--- src/rtl/esp32_prog_pkg.sv ---
// Shared types and constants for the ESP32 programming bridge: FSM encoding,
// the {en,io0} control patterns and the DTR/RTS-to-control mapping.
package esp32_prog_pkg;

  typedef enum logic [1:0] {
    ST_IDLE = 2'd0,
    ST_RST  = 2'd1,
    ST_BOOT = 2'd2,
    ST_PROG = 2'd3
  } state_e;

  localparam logic [1:0] PAIR_RUN  = 2'b11;
  localparam logic [1:0] PAIR_RST  = 2'b01;
  localparam logic [1:0] PAIR_BOOT = 2'b10;

  // {ndtr,nrts} as seen on the wire -> {en,io0}; both-asserted and
  // both-released leave the chip running, as the esptool auto-reset circuit does.
  function automatic logic [1:0] map_pair(input logic [1:0] pair);
    case (pair)
      2'b10:   map_pair = PAIR_RST;
      2'b01:   map_pair = PAIR_BOOT;
      default: map_pair = PAIR_RUN;
    endcase
  endfunction

endpackage

--- src/rtl/esp32_prog_bridge_sync_filter.sv ---
// Multi-flop synchroniser followed by a stability filter: the output takes a
// new value only once the synchronised input has held it FILTER_LEN cycles.
module sync_filter #(
  parameter int unsigned SYNC_STAGES = 2,
  parameter int unsigned FILTER_LEN  = 16,
  parameter int unsigned WIDTH       = 2
) (
  input  logic             i_clk,
  input  logic             i_rst_n,
  input  logic [WIDTH-1:0] i_d,
  output logic [WIDTH-1:0] o_q
);

  localparam int unsigned CNT_W = $clog2(FILTER_LEN + 1);

  logic [SYNC_STAGES-1:0][WIDTH-1:0] sync_q;
  logic [WIDTH-1:0]                  synced;
  logic [WIDTH-1:0]                  cand_q;
  logic [CNT_W-1:0]                  cnt_q;
  logic [CNT_W-1:0]                  cnt_next;

  assign synced = sync_q[SYNC_STAGES-1];

  // Count includes the current cycle, so FILTER_LEN=1 accepts immediately.
  always_comb begin
    cnt_next = CNT_W'(1);
    if (synced == cand_q) begin
      cnt_next = (cnt_q == CNT_W'(FILTER_LEN)) ? cnt_q : cnt_q + 1'b1;
    end
  end

  // NOTE: sequential state uses non-blocking assignments so every flop samples
  // pre-edge values; reset loads the deasserted (all-ones) line level.
  always_ff @(posedge i_clk or negedge i_rst_n) begin
    if (!i_rst_n) begin
      sync_q <= '1;
      cand_q <= '1;
      cnt_q  <= '0;
      o_q    <= '1;
    end else begin
      sync_q <= {sync_q[SYNC_STAGES-2:0], i_d};
      cand_q <= synced;
      cnt_q  <= cnt_next;
      if (cnt_next == CNT_W'(FILTER_LEN)) o_q <= synced;
    end
  end

endmodule

--- src/rtl/esp32_prog_bridge.sv ---
// FTDI-to-ESP32 programming bridge: UART passthrough plus DTR/RTS auto-reset
// decoding, with a session FSM that releases after a period of UART silence.
module esp32_prog_bridge
  import esp32_prog_pkg::*;
#(
  parameter int unsigned SYNC_STAGES = 2,
  parameter int unsigned FILTER_LEN  = 16,
  parameter int unsigned RELEASE_W   = 20
) (
  input  logic       i_clk,
  input  logic       i_rst_n,
  input  logic       i_ftdi_ndtr,
  input  logic       i_ftdi_nrts,
  input  logic       i_ftdi_txd,
  input  logic       i_wifi_txd,
  input  logic       i_btn_boot_n,
  output logic       o_ftdi_rxd,
  output logic       o_wifi_rxd,
  output logic       o_wifi_en,
  output logic       o_wifi_gpio0,
  output logic       o_prog_active,
  output logic [1:0] o_state
);

  logic [1:0]                  pair_filt;
  logic [SYNC_STAGES-1:0][2:0] plain_q;
  logic [2:0]                  plain_s;
  logic [1:0]                  txd_prev_q;
  logic                        activity;
  logic [1:0]                  map_q;
  state_e                      state_q;
  state_e                      state_next;
  logic [RELEASE_W-1:0]        rel_cnt_q;
  logic                        timeout;
  logic                        prog_active_q;

  assign o_ftdi_rxd = i_wifi_txd;
  assign o_wifi_rxd = i_ftdi_txd;

  sync_filter #(
    .SYNC_STAGES(SYNC_STAGES),
    .FILTER_LEN (FILTER_LEN),
    .WIDTH      (2)
  ) u_pair_filter (
    .i_clk  (i_clk),
    .i_rst_n(i_rst_n),
    .i_d    ({i_ftdi_ndtr, i_ftdi_nrts}),
    .o_q    (pair_filt)
  );

  // Button and TXD lines only need metastability protection, not debouncing.
  always_ff @(posedge i_clk or negedge i_rst_n) begin
    if (!i_rst_n) begin
      plain_q    <= '1;
      txd_prev_q <= '1;
    end else begin
      plain_q    <= {plain_q[SYNC_STAGES-2:0], {i_btn_boot_n, i_ftdi_txd, i_wifi_txd}};
      txd_prev_q <= plain_s[1:0];
    end
  end

  assign plain_s  = plain_q[SYNC_STAGES-1];
  assign activity = |(plain_s[1:0] ^ txd_prev_q);
  assign timeout  = rel_cnt_q[RELEASE_W-1];

  always_comb begin
    state_next = state_q;
    case (state_q)
      ST_IDLE: if (map_q == PAIR_RST) state_next = ST_RST;
      ST_RST: begin
        if      (map_q == PAIR_BOOT) state_next = ST_BOOT;
        else if (map_q == PAIR_RUN)  state_next = ST_IDLE;
      end
      ST_BOOT: begin
        if      (map_q == PAIR_RUN) state_next = ST_PROG;
        else if (map_q == PAIR_RST) state_next = ST_RST;
      end
      ST_PROG: begin
        // A host reset request beats a timeout; live traffic beats a timeout.
        if      (map_q == PAIR_RST)     state_next = ST_RST;
        else if (!activity && timeout)  state_next = ST_IDLE;
      end
      default: state_next = ST_IDLE;
    endcase
  end

  always_ff @(posedge i_clk or negedge i_rst_n) begin
    if (!i_rst_n) begin
      map_q         <= PAIR_RUN;
      state_q       <= ST_IDLE;
      prog_active_q <= 1'b0;
    end else begin
      map_q         <= map_pair(pair_filt);
      state_q       <= state_next;
      prog_active_q <= (state_next == ST_BOOT) || (state_next == ST_PROG);
    end
  end

  // Silence counter: saturates once the MSB is reached so the timeout holds.
  always_ff @(posedge i_clk or negedge i_rst_n) begin
    if (!i_rst_n) begin
      rel_cnt_q <= '0;
    end else if (state_q != ST_PROG) begin
      if (state_next == ST_PROG) rel_cnt_q <= '0;
    end else if (activity) begin
      rel_cnt_q <= '0;
    end else if (!timeout) begin
      rel_cnt_q <= rel_cnt_q + 1'b1;
    end
  end

  assign o_wifi_en     = map_q[1];
  assign o_wifi_gpio0  = map_q[0] & plain_s[2];
  assign o_prog_active = prog_active_q;
  assign o_state       = state_q;

endmodule

--- config.mk ---
export PLATFORM = sky130hd
export DESIGN_NAME = esp32_prog_bridge
export DESIGN_NICKNAME = d
export VERILOG_FILES = /design/src/rtl/esp32_prog_pkg.sv /design/src/rtl/esp32_prog_bridge_sync_filter.sv /design/src/rtl/esp32_prog_bridge.sv
export SDC_FILE = /design/constraint.sdc
export NUM_CORES = 1
export LEC_CHECK = 0
export ABC_AREA = 1
export ABC_CLOCK_PERIOD_IN_PS = 1430
export BUFFER_PORTS_ARGS = -buffer_cell sky130_fd_sc_hd__buf_4
export CORE_ASPECT_RATIO = 2
export CORE_UTILIZATION = 54
export CTS_CLUSTER_DIAMETER = 100
export DETAILED_ROUTE_END_ITERATION = 8
export GPL_ROUTABILITY_DRIVEN = 1
export PLACE_DENSITY = 0.72
export SLEW_MARGIN = 25
export SYNTH_ARGS = -nofsm -noshare
export SYNTH_HDL_FRONTEND = slang
export SYNTH_SLANG_ARGS = --single-unit
--- constraint.sdc ---
create_clock -name i_clk -period 1.43 [get_ports i_clk]
set_input_delay 0.2145 -clock i_clk [delete_from_list [all_inputs] [get_ports i_clk]]
set_output_delay 0.2145 -clock i_clk [all_outputs]
set_load 0.01 [all_outputs]
==> results.yml, run 1 <==
finish:
  final_nets: 336
  filler_cell_count: 318
  fin_area_um2: 2877
  areaGrowthSynthToFinish_pct: 26.32
  drive_above_1_share_pct: 31.50
  num_antenna_cells: 0
critical_path:
  critPathLaunchType: "flip-flop"
  crit_family: "simple AND/OR/NAND/NOR gates"
  critical_path.cell_chain: "inv_2 > ha_4 > nand2_4 > inv_4 > buf_6 > nand3_2 > nand3_2 > nor2_4 > nand2_2 > nand2_1 > nand2_1"
  setup.worst_path.class: "reg2reg"
  data_required_time_of_the_worst_path_ns: 1.67
  worstPathBufferInverterCount: 3
  timing.critical_path.slowest_stage_cell: "dfrtp_1"
  crit_arrival_ns: 1.67
  crit_fanout: 4
  r2r_slack_ns: -0.002
  slowest_delay_ns: 0.41
  setup.worst_path.end_class: "flip-flop"
clock_network:
  cts.htree.levels: 2
  cts.path.max_buffers: 2
  cts_buffers: 5
  cts_tree: "built"
  cts-root-buf: "clkbuf_8"
  clk-insertion-delay-late_ns: 0.31
  clk_transition_reported_paths_ns: 0.08
  cts.sink_count: 45
outcome:
  failed_checks: "negative setup slack"
  run_status: "complete, but fails checks"
synth:
  seq_area_frac_synth_pct: 50.44
  ys_dominant_reg_cell: "dfrtp_1"
  netlist_instances: 289
  list_of_most_frequent_post_synthesis_cells: "93 x nand2_1, 49 x nand3_1, 32 x inv_1"
  post-synth-top-count-cell: "nand2_1"
  post_synth.cell_area_avg_um2: 7.880
  synth-async-reset-ratio_pct: 100.0
  yosys.area.top_type_share_pct: 29.67
  synth.cell_area_um2: 2277
  synth.area.top_cells: "dfrtp_1 30%, dfstp_2 21%, nand2_1 15%, nand3_1 11%, inv_1 5.3%"
  synth.largest_area_cell: "dfrtp_1"
  synth_seq_cells: 45
  synth-edff-count: 0
  yosysWarnings: 0
  synth_nets: 299
  netlist-cell-type-count: 22
die:
  starting_density_of_the_core_pct: 55.71
  rows: 33
  num_io_pins: 14
  fp.dieArea_um2: 4497
  die_width_um: 47.92
  floorplan.core_area_um2: 4088
  die_height_um: 93.84
sta:
  fmax_mhz: 698.2
  timing.clock.skew_ns: 0.01271
  setup_violations: 1
  final_layout_worst_hold_slack_ns: 0.01954
  final-hold-violation-count: 0
  final_min_period_over_clock_period_pct: 100.2
  grt_setup_unrepaired: "true"
  tightest_slew_ns: 0.5752
  max_slew_vio_count: 0
  setup_ws_ns: -0.002286
  period_minus_slack_ns: 1.432
  timing.slew.headroom_pct: 61.65
pwr:
  power_density_nw_per_um2: 855.4
  worst_ir_drop_vdd_v: 0.0008726
  power_leakage_nw: 1.384
  post-layout-total-power_mw: 2.461
placed_design:
  io_buffers: 13
  detailed_place_hpwl_mm: 3.279
  post_dp_cell_area_um2: 2541
  place_congestion: 0.8482
global_route:
  number_of_global_route_vias_before_repair: 1885
  grt_start_max_net_pins: 46
  grt_antenna_before_repair: 0
  grt_usage_pct: 23.02
  first_pass_grt_wire_length_mm: 7.417
  overflow: 0
routing:
  routed_via_density: 5.332
  final_antenna_net_count: 0
  initial_drc_count: 47
  drt_pass1_iterations: 4
  total_routed_length_mm: 4.842
  drc: 0
  dr_total_vias: 2021
  wl_per_cell_um: 12.78
job:
  cap_violations: 0
worst_hold_path:
  min-delay-path-class: "in2reg"
-- state kept, by name (all words and copies together) (netlist names) --
| name | count |
|---|---|
| u_pair_filter.cand_q | 2 |
| u_pair_filter.sync_q | 2 |
| o_prog_active | 1 |
| map_q | 2 |
| plain_q | 3 |
| o_state | 1 |
| u_pair_filter.cnt_q | 5 |
| txd_prev_q | 2 |
| u_pair_filter.o_q | 2 |
| rel_cnt_q | 20 |
| plain_s | 3 |
| u_pair_filter.synced | 2 |
-- final cells by class --
class / instances / area [µm²] / share of cell area (%)
sequential: 45 / 1149 / 39.93
multi-input combinational: 204 / 1099 / 38.19
timing repair buffer: 38 / 332.8 / 11.57
inverter: 32 / 122.6 / 4.263
clock buffer: 6 / 93.84 / 3.262
tap: 52 / 65.06 / 2.262
clock inverter: 2 / 15.01 / 0.5220
-- metal layers --
layer  global-route usage (%)  up-vias  wire length [µm]
met2                    42.68       50              2821
met4                    11.81        0               144
met3                    4.231       17               166
met5                        0        -                 0
met1                    21.30      960              1710
li1                         -      994                 -
-- kinds of logic (layout without fill, tap and decap cells) --
family | Yosys count | in the layout | synth area share (%)
AOI/OAI and AO/OA | 15 | 15 | 3.626
DFF | 45 | 45 | 50.44
adders and majority gates | 3 | 3 | 1.649
xor gates and xnor gates | 4 | 4 | 1.538
buffers and inverters | 40 | 78 | 7.748
and+or+nand+nor | 182 | 182 | 35.00
-- stage by stage --
step           setup TNS, ns  setup WS (ns)  utilization (%)  cells
4_1_cts                    0       0.002930            65.53    372
5_1_grt              -0.2268       -0.08743            70.37    379
2_1_floorplan              0        0.05375                -    289
6_report           -0.002286      -0.002286            70.37    379
3_5_place_dp         -0.1862       -0.07802            62.17    362
3_3_place_gp         -0.1466       -0.07496            62.17    362
-- cells in the final DEF, fill, tap and decap left out --
cell and count:
nand2_1 79, nand3_1 47, buf_4 32, inv_1 29, dfrtp_1 27, dfstp_2 18, nor2_1 13, nand2_2 12
nand4_1 6, nor2_2 6, nor3_1 6, clkbuf_8 5, a21oi_1 4, or2_2 4, o21ai_0 4, nand2_4 3
nor2_4 3, o21ai_1 3, buf_12 3, inv_2 2, inv_4 2, nand3_2 2, xnor2_2 2, xnor2_1 2
o21bai_1 2, ha_4 2, buf_6 2, o211ai_1 1, nor3_4 1, o21ai_4 1, ha_2 1, clkbuf_16 1
clkinv_4 1, dlygate4sd3_1 1
-- where the power goes --
group | leakage (nW) | internal [mW] | switching (mW)
combinational | 0.766 | 0.0966 | 0.115
clock | 0.0569 | 0.454 | 0.456
sequential | 0.561 | 1.32 | 0.0209
total | 1.38 | 1.87 | 0.592
-- worst paths after layout --
| check | start | to | depth (start not counted) |
|---|---|---|---|
| worst max-delay path | u_pair_filter.cnt_q[0] | u_pair_filter.o_q[0] | 11 |
| worst min-delay path | i_ftdi_nrts | u_pair_filter.sync_q[0] | 1 |
| worst max register to register | u_pair_filter.cnt_q[0] | u_pair_filter.o_q[0] | 11 |
| worst min register to register | plain_q[0] | plain_s[0] | 0 |
| max in group asynchronous | i_rst_n | plain_q[0] | 2 |
| min in group asynchronous | i_rst_n | rel_cnt_q[15] | 2 |
-- what timing repair did --
action                     in CTS  in global routing
gates resized for setup         7                 40
cloned                          0                  0
setup endpoints to repair       5                 18
hold buffers                    1                  0
hold endpoints to repair       27                  0
setup buffers                   1                  7
pin swaps                       1                 11
No activity file was read; power rests on OpenSTA's default activity.
==> run 2, diff against run 1 <==
HOLD_SLACK_MARGIN = 0.08   (was not set)
==> run 2 against run 1 <==
Effect of this change:
- global-route usage grew 0.41 points
- largest power group unchanged
- clock power about the same
- combinational power up 6%
- worst setup slack lost 0.013 ns
- first-iteration DRC count is the same
- maximum frequency fell by 0.89%
- register-to-register slack barely moved
- non-clock buffer count grew 5
- highest routed layer unchanged
- final cell count is 1.3% higher
- the flow still finishes with violations (negative setup slack)
- routed wire length increased by 1.0%
==> results.yml, run 2 (same netlist as run 1, synthesis figures left out) <==
outcome:
  run_status: "complete, but fails checks"
  failed_checks: "negative setup slack"
critical_path:
  timing.rr.start: "u_pair_filter.cnt_q[0]"
  setup.worst_path.class: "reg2reg"
  critPathLaunchType: "flip-flop"
  endpoint_of_the_worst_register_to_register_path: "u_pair_filter.o_q[1]"
  crit_arrival_ns: 1.68
  crit_fanout: 4
  r2r_slack_ns: -0.02
  setup.worst_path.end_class: "flip-flop"
  ff2ff_path_depth: 11
  data_required_time_of_the_worst_path_ns: 1.67
die:
  floorplan.core_area_um2: 4088
  starting_density_of_the_core_pct: 55.71
  fp.dieArea_um2: 4497
  num_io_pins: 14
  die_width_um: 47.92
  die_height_um: 93.84
  rows: 33
sta:
  setup_violations: 1
  tightest_slew_ns: 0.5681
  final_min_period_over_clock_period_pct: 101.1
  final_layout_worst_hold_slack_ns: 0.3589
  period_minus_slack_ns: 1.445
  timing.slew.headroom_pct: 62.13
  fmax_mhz: 691.9
  totalNegativeSetupSlack_ns: -0.01520
  final-hold-violation-count: 0
  timing.clock.skew_ns: 0.01123
  grt_setup_unrepaired: "true"
  setup_ws_ns: -0.01520
  max_slew_vio_count: 0
clock_network:
  clk-insertion-delay-late_ns: 0.31
  cts-root-buf: "clkbuf_8"
  clk_transition_reported_paths_ns: 0.08
  cts_tree: "built"
  cts.sink_count: 45
  cts.path.max_buffers: 2
  cts_buffers: 5
  cts.htree.levels: 2
finish:
  postLayoutCoreUtil_pct: 71.41
  drive_above_1_share_pct: 30.72
  fin_area_um2: 2919
  num_antenna_cells: 0
  mostFrequentLayoutCells: "80 x nand2_1, 47 x nand3_1, 32 x buf_4, 29 x inv_1, 27 x dfrtp_1"
  filler_cell_count: 312
  areaGrowthSynthToFinish_pct: 28.19
  fin_cells: 384
  top_register: "rel_cnt_q"
  number_of_flip_flops_under_the_largest_register_name: 20
  final_common_cell: "nand2_1"
  area_of_all_sequential_standard_cells_um2: 1149
  multi_input_area_um2: 1091
  biggestRegsByFlops: "rel_cnt_q x20, u_pair_filter.cnt_q x5"
  final_nets: 341
worst_hold_path:
  hold_depth: 0
  timing.hold.worst.start: "plain_q[0]"
  holdPathEnd: "plain_s[0]"
  min-delay-path-class: "reg2reg"
routing:
  drt_pass1_iterations: 4
  routed_via_density: 5.310
  total_routed_length_mm: 4.891
  dr_total_vias: 2039
  wl_per_cell_um: 12.74
  final_antenna_net_count: 0
  initial_drc_count: 47
  drc: 0
pwr:
  power_leakage_nw: 1.403
  power_density_nw_per_um2: 848.0
  worst_ir_drop_vdd_v: 0.0008892
  post-layout-total-power_mw: 2.475
global_route:
  grt_usage_pct: 23.43
  grt_start_max_net_pins: 46
  grt_antenna_before_repair: 0
  number_of_global_route_vias_before_repair: 1917
  overflow: 0
  first_pass_grt_wire_length_mm: 7.548
placed_design:
  place_congestion: 0.8482
  post_dp_cell_area_um2: 2541
  detailed_place_hpwl_mm: 3.279
  placed_cells: 362
  io_buffers: 13
  preCtsSetupSlack_ns: -0.07802
job:
  cap_violations: 0
-- run 2: cell count changes in the layout (fill, tap and decap cells not counted), sizes merged --
cell	change
dlygate4sd3	+5
-- run 2: report_power, final --
part / internal (mW) / total (mW) / switching (mW)
clock: 0.454 / 0.913 / 0.459
combinational: 0.106 / 0.224 / 0.117
sequential: 1.32 / 1.34 / 0.0207
-- run 2: what timing repair did --
item                       in CTS  in global routing
setup buffers                   1                  7
setup endpoints to repair       5                 18
hold endpoints to repair       32                  0
gates resized for setup         7                 38
pin swaps                       1                 11
hold buffers                    6                  0
-- run 2: worst max-delay path by stage --
stage | startpoint | to | slack, ns | depth (start not counted)
5_1_grt | u_pair_filter.cnt_q[0] | u_pair_filter.o_q[1] | -0.1 | 11
6_report | u_pair_filter.cnt_q[0] | u_pair_filter.o_q[1] | -0.02 | 11
3_3_place_gp | u_pair_filter.cnt_q[0] | u_pair_filter.o_q[1] | -0.07 | 11
4_1_cts | plain_s[1] | rel_cnt_q[8] | 0.003 | 6
2_1_floorplan | plain_s[0] | rel_cnt_q[14] | 0.05 | 6
3_5_place_dp | u_pair_filter.cnt_q[0] | u_pair_filter.o_q[1] | -0.08 | 11
-- run 2: layout make-up --
class                   instances  share of cell area, %
multi-input cells             204                  37.38
repair buffers                 43                  13.12
clock inverters                 2                 0.5144
well taps                      52                  2.229
inverters                      32                  4.201
clock buffers                   6                  3.215
flip-flops and latches         45                  39.35
-- run 2: critical path: stages (launching register included) --
cell	delay, ns
dfrtp_1	0.42
inv_2	0.11
ha_4	0.14
nand2_4	0.05
inv_4	0.07
nand2_2	0.07
nand2_2	0.09
nand2_2	0.06
o21ai_4	0.18
nand2_2	0.07
nand2_1	0.07
nand2_1	0.05
-- run 2: metal layers --
layer | part of all wire (%) | wire [µm] | track usage [%]
met5 | 0 | 0 | 0
met4 | 2.6 | 129 | 11.81
met3 | 3.0 | 147 | 4.231
met2 | 58 | 2848 | 43.69
met1 | 36 | 1766 | 21.56
